### config.mk
export PLATFORM = sky130hd
export DESIGN_NAME = gamepad_pmod_transmitter
export DESIGN_NICKNAME = d
export VERILOG_FILES = /design/src/rtl/gamepad_pmod_pkg.sv /design/src/rtl/gamepad_pmod_transmitter.sv
export SDC_FILE = /design/constraint.sdc
export NUM_CORES = 1
export LEC_CHECK = 0
export CAP_MARGIN = 5
export CORE_MARGIN = 5
export CORE_UTILIZATION = 40
export DETAILED_ROUTE_END_ITERATION = 10
export SLEW_MARGIN = 40
export SYNTH_ARGS = -nofsm -noshare
export SYNTH_HDL_FRONTEND = slang
export SYNTH_SLANG_ARGS = --single-unit
### constraint.sdc
create_clock -name clk -period 1.6 [get_ports clk]
set_clock_uncertainty 0.2 [all_clocks]
set_input_delay 0.32 -clock clk [delete_from_list [all_inputs] [get_ports clk]]
set_output_delay 0.32 -clock clk [all_outputs]
set_load 0.005 [all_outputs]
### src/rtl/gamepad_pmod_pkg.sv
// Shared definitions for the gamepad pmod link: FSM state encoding,
// default frame geometry and the button bit positions used by the
// transmitter, receiver and decoder.
package gamepad_pmod_pkg;

  localparam int DEFAULT_BIT_WIDTH = 12;
  localparam int DEFAULT_CLK_DIV   = 4;

  localparam logic [2:0] ST_IDLE     = 3'd0;
  localparam logic [2:0] ST_SHIFT_LO = 3'd1;
  localparam logic [2:0] ST_SHIFT_HI = 3'd2;
  localparam logic [2:0] ST_LATCH    = 3'd3;
  localparam logic [2:0] ST_GAP      = 3'd4;

  // Button positions in the 12-bit word, MSB first on the wire
  localparam int BTN_B      = 11;
  localparam int BTN_Y      = 10;
  localparam int BTN_SELECT = 9;
  localparam int BTN_START  = 8;
  localparam int BTN_UP     = 7;
  localparam int BTN_DOWN   = 6;
  localparam int BTN_LEFT   = 5;
  localparam int BTN_RIGHT  = 4;
  localparam int BTN_A      = 3;
  localparam int BTN_X      = 2;
  localparam int BTN_L      = 1;
  localparam int BTN_R      = 0;

endpackage

### src/rtl/gamepad_pmod_transmitter.sv
// Serializes a parallel button word onto the pmod data/clock/latch lines.
// Each frame: BIT_WIDTH low/high clock phases (data MSB first, stable across
// the rising edge), one latch phase, one gap phase; every phase lasts
// CLK_DIV system clocks. All pmod lines are registered.
module gamepad_pmod_transmitter
  import gamepad_pmod_pkg::*;
#(
  parameter int BIT_WIDTH = DEFAULT_BIT_WIDTH,
  parameter int CLK_DIV   = DEFAULT_CLK_DIV
) (
  input  logic                 clk,
  input  logic                 reset,
  input  logic [BIT_WIDTH-1:0] buttons,
  input  logic                 send_req,
  output logic                 busy,
  output logic                 done,
  output logic                 pmod_data,
  output logic                 pmod_clk,
  output logic                 pmod_latch
);

  localparam int BIT_CNT_W = (BIT_WIDTH > 1) ? $clog2(BIT_WIDTH) : 1;
  localparam int DIV_W     = (CLK_DIV > 1) ? $clog2(CLK_DIV) : 1;

  logic [2:0]           state;
  logic [BIT_WIDTH-1:0] shreg;
  logic [BIT_CNT_W-1:0] bit_cnt;
  logic [DIV_W-1:0]     div;
  logic                 div_last;

  // Final cycle of the current phase
  always_comb begin
    div_last = (div == DIV_W'(CLK_DIV - 1));
  end

  // Frame FSM with inline phase divider and bit counter
  always_ff @(posedge clk) begin
    if (reset) begin
      state      <= ST_IDLE;
      shreg      <= '0;
      bit_cnt    <= '0;
      div        <= '0;
      busy       <= 1'b0;
      done       <= 1'b0;
      pmod_data  <= 1'b0;
      pmod_clk   <= 1'b0;
      pmod_latch <= 1'b0;
    end else begin
      done <= 1'b0;
      if (state != ST_IDLE) begin
        div <= div_last ? '0 : div + DIV_W'(1);
      end
      case (state)
        ST_IDLE: begin
          div <= '0;
          if (send_req) begin
            // MSB goes straight to the line; shreg keeps the whole word so
            // the next bit is always found at its top after each shift.
            shreg      <= buttons;
            pmod_data  <= buttons[BIT_WIDTH-1];
            pmod_clk   <= 1'b0;
            pmod_latch <= 1'b0;
            bit_cnt    <= BIT_CNT_W'(BIT_WIDTH - 1);
            busy       <= 1'b1;
            state      <= ST_SHIFT_LO;
          end
        end
        ST_SHIFT_LO: begin
          if (div_last) begin
            // Advance the shifter now; pmod_data stays held through the high phase
            shreg    <= shreg << 1;
            pmod_clk <= 1'b1;
            state    <= ST_SHIFT_HI;
          end
        end
        ST_SHIFT_HI: begin
          if (div_last) begin
            pmod_clk <= 1'b0;
            if (bit_cnt == '0) begin
              pmod_data  <= 1'b0;
              pmod_latch <= 1'b1;
              state      <= ST_LATCH;
            end else begin
              pmod_data <= shreg[BIT_WIDTH-1];
              bit_cnt   <= bit_cnt - BIT_CNT_W'(1);
              state     <= ST_SHIFT_LO;
            end
          end
        end
        ST_LATCH: begin
          if (div_last) begin
            pmod_latch <= 1'b0;
            state      <= ST_GAP;
          end
        end
        ST_GAP: begin
          if (div_last) begin
            busy  <= 1'b0;
            done  <= 1'b1;
            state <= ST_IDLE;
          end
        end
        default: begin
          busy       <= 1'b0;
          pmod_data  <= 1'b0;
          pmod_clk   <= 1'b0;
          pmod_latch <= 1'b0;
          state      <= ST_IDLE;
        end
      endcase
    end
  end

endmodule

==> qor_table.md <==
| Item | Value |
| --- | --- |
| Worst slew margin | 76.3% |
| Rows | 20 |
| I/O pin total | 20 |
| Clock insertion delay at the later pin of the skew report | 0.32 ns |
| Clock network power share | 19.7% |
| Power dissipated by switching net loads | 0.404 mW |
| Number of stages on the worst hold path | 2 |
| Worst setup path category | flop to flop |
| Top library cells by usage in the layout, fill and taps aside | sky130_fd_sc_hd__buf_4 (34), sky130_fd_sc_hd__dfxtp_1 (15), sky130_fd_sc_hd__nor2_1 (14) |
| Worst path slowest cell | sky130_fd_sc_hd__dfxtp_4 |
| Leading register cell type out of synthesis | sky130_fd_sc_hd__dfxtp_1 |
| Area of placed instances | 0.00175 mm² |
| Wire length reported by the detailed router | 3640 µm |
| Commonest non-fill, non-tap cell in the layout | sky130_fd_sc_hd__buf_4 |
| EDFF count, synth | 0 |
| Outcome | complete, but fails checks |
| Endpoint type of the worst setup path | flop |
| Die Height | 67.5 µm |
| Final Instance Area | 0.00210 mm² |
| Violated checks | negative setup slack |
| Wire length of the first global-routing pass | 5510 µm |
| Full die area | 0.00456 mm² |
| P per Cell Area | 669 mW/mm² |
| Netlist Area Pre-Place | 0.00132 mm² |
| Int Pwr | 1.00 mW |
| Quantity of hold-fixing buffers added after cts | 0 |
| Number of sinks driven by the clock tree | 26 |
| Count of endpoints failing setup in the final report | 6 |
| Final routed DRC violation total | 0 |
| Final weighted congestion in routability-driven placement | 0.795 |
| Flip-flop and latch count after synthesis | 26 |
| Cells on worst reg2reg path | 7 |
| Core Box Area | 0.00310 mm² |
| Dpl cells | 229 |
| Max Transition Viols Final | 0 |
| Worst path most repeated cell | sky130_fd_sc_hd__buf_6 |
| Number of global-route vias before repair | 1287 |
| Largest stage delay on the critical path | 0.40 ns |
| Net total in the final layout | 221 |
| First-pass iteration count of the detailed router | 4 |
| Remaining antenna violation count after routing | 0 |
| Critical path buffers and inverters | 2 |
| Req. time, crit path | 1.65 ns |
| Max H-tree Level | 1 |
| Maximum clock rate | 0.613 GHz |
| Fin cells | 245 |
| Average vias per placed instance | 5.33 |
| Synth warnings | 0 |
| Critical-path cell list | ha_4, mux2i_4, nor3_4, buf_6, buf_6, nor2_2, a211oi_2 |
| TritonCTS clock tree | yes |
| Register area share after synthesis | 39.4% |
| Net switching fraction of the power | 28.7% |
| Hold slack final | 0.283 ns |
| Combinational power share | 28.9% |
| Initial antenna violation count | 0 |
| Final worst path period share | 102% |
| Distinct cell type count after synthesis | 37 |
| Stages on worst setup path | 7 |
| Worst hold-check path type | flop to flop |
| Async set or reset register ratio after synthesis | 0% |
| Die X | 67.5 µm |
| Initial drt markers | 63 |
| Number of buffers on the longest clock path | 2 |
| Largest net degree at the start of global routing | 14 |
| Post-synthesis net count | 164 |
| Standby leakage power | 0.833 nW |
| CTS buffer count | 3 |
| Maxcap violations | 0 |
| Place WS | -0.345 ns |
| GRT Total Usage | 15.7% |
| Largest delay contributor family on the critical path | flip-flops |
| Starting density of the core | 42.6% |
| Clock edge transition at the registers on the reported setup and hold paths | 0.14 ns |
| Number of port buffers | 19 |
| Max Fanout on Critical Path | 4 |
| Maximum ir drop on the vdd rail | 0.405 mV |
| Antenna cells | 0 |
| Share of final-layout standard cells stronger than drive strength 1 | 47.3% |
| Clock root buffer master | sky130_fd_sc_hd__clkbuf_4 |
| Via count | 1307 |
| Arrival time reported for the critical path endpoint | 1.68 ns |
| Hold Violations, Final | 0 |
| Cells after Synth | 146 |
| Mean instance size in the synthesized netlist | 9.06 µm² |
| Crit path time final | 1.63 ns |
| Area growth, synth to finish | 59.0% |
| Slack of the worst reg-to-reg path | -0.03 ns |
| Detailed placer's ending HPWL | 2410 µm |
| Transition time at the pin with the least slew margin | 0.351 ns |
| Worst-case setup margin in the final layout | -0.0307 ns |
| Unrepaired setup endpoints after global routing | yes |
| Startpoint type of the worst setup path | flop |
| Wire per inst | 14.8 µm |
| Share of total power in sequential cells | 51.4% |
| Overflow left after global routing | 0 |
[synth_stat cells (2+ instances only)]
library cell                n  share of area, %
sky130_fd_sc_hd__nand2b_1   5               2.4
sky130_fd_sc_hd__nor3_2     2               1.5
sky130_fd_sc_hd__ha_1       3               2.8
sky130_fd_sc_hd__dfxtp_1   26                39
sky130_fd_sc_hd__a31oi_1    4               1.9
sky130_fd_sc_hd__nand2_1    8               2.3
sky130_fd_sc_hd__a211oi_1  14               7.9
sky130_fd_sc_hd__buf_2      4               1.5
sky130_fd_sc_hd__mux2i_1   13               9.8
sky130_fd_sc_hd__nor3_1     3               1.1
sky130_fd_sc_hd__a311oi_1   3               2.0
sky130_fd_sc_hd__inv_1      4               1.1
sky130_fd_sc_hd__o21ai_0    4               1.5
sky130_fd_sc_hd__clkbuf_1   3              0.85
sky130_fd_sc_hd__a21oi_1    6               2.3
sky130_fd_sc_hd__o21a_1     2               1.1
sky130_fd_sc_hd__nor2_1    18               5.1
sky130_fd_sc_hd__buf_4      3               1.7
sky130_fd_sc_hd__nor4_1     3               1.4
[worst min-delay path, stage by stage, from the launching register on]
cell and delay [ns]:
sky130_fd_sc_hd__dfxtp_2 0.34, sky130_fd_sc_hd__inv_1 0.04, sky130_fd_sc_hd__o32ai_1 0.08
[layer usage]
layer	wire length, µm	vias to the layer above	part of all wire (%)	track usage (%)
met3	123	12	3.4	2.33
met2	1880	31	52	27.8
met1	1510	617	41	18.6
met5	0	-	0	0
met4	129	0	3.5	6.84
li1	-	647	-	-
[kinds of logic (layout without fill, tap and decap cells)]
group | Yosys count | in the layout | share of synthesized area [%]
AO/OA/AOI/OAI | 40 | 40 | 21.9
adder cells (fa/ha/maj) | 3 | 3 | 2.84
buffers and inverters | 17 | 72 | 6.62
flip-flops | 26 | 26 | 39.4
multiplexers | 13 | 13 | 9.84
AND/OR/NAND/NOR | 47 | 47 | 19.5
[registers in the layout (all words and copies together), names as in the netlist]
signal and cells:
shreg 12, pmod_latch 1, div 2, state 3, pmod_clk 1, pmod_data 1, bit_cnt 4, busy 1
done 1
[power groups by stage]
stage,Sequential [mW],Combinational [mW],Clock (mW)
floorplan,0.727,0.175,0
global placement,0.732,0.288,0
detailed placement,0.736,0.296,0
CTS,0.722,0.325,0.296
global route,0.730,0.437,0.318
finish,0.724,0.406,0.277
[final timing paths]
path | startpoint | end
hold reg to reg | pmod_data | pmod_data
setup / recovery | div[0] | shreg[10]
setup reg to reg | div[0] | shreg[10]
hold / removal | pmod_data | pmod_data
[metrics by stage]
stage / TNS [ns] / utilization (%) / total power, mW
after floorplan: 0 / - / 0.901
after global placement: -3.96 / 56.5 / 1.02
after detailed placement: -4.70 / 56.5 / 1.03
after CTS: -0.0522 / 60.3 / 1.34
after global routing: -0.599 / 67.8 / 1.49
final: -0.0964 / 67.8 / 1.41
[final cells by class]
type | instances | area [µm²]
Fill cell | 279 | 1000
Timing Repair Buffer | 64 | 566
Tap cell | 44 | 55.1
Multi-Input combinational cell | 103 | 892
Sequential cell | 26 | 547
Inverter | 5 | 21.3
Clock buffer | 3 | 22.5
[repair_timing]
action / CTS / global route
resized for setup: 24 / 46
gates cloned: 1 / 2
setup buffers: 6 / 5
setup endpoints to repair: 23 / 17
pin swaps: 3 / 20
(Power assumes the default switching activity.)
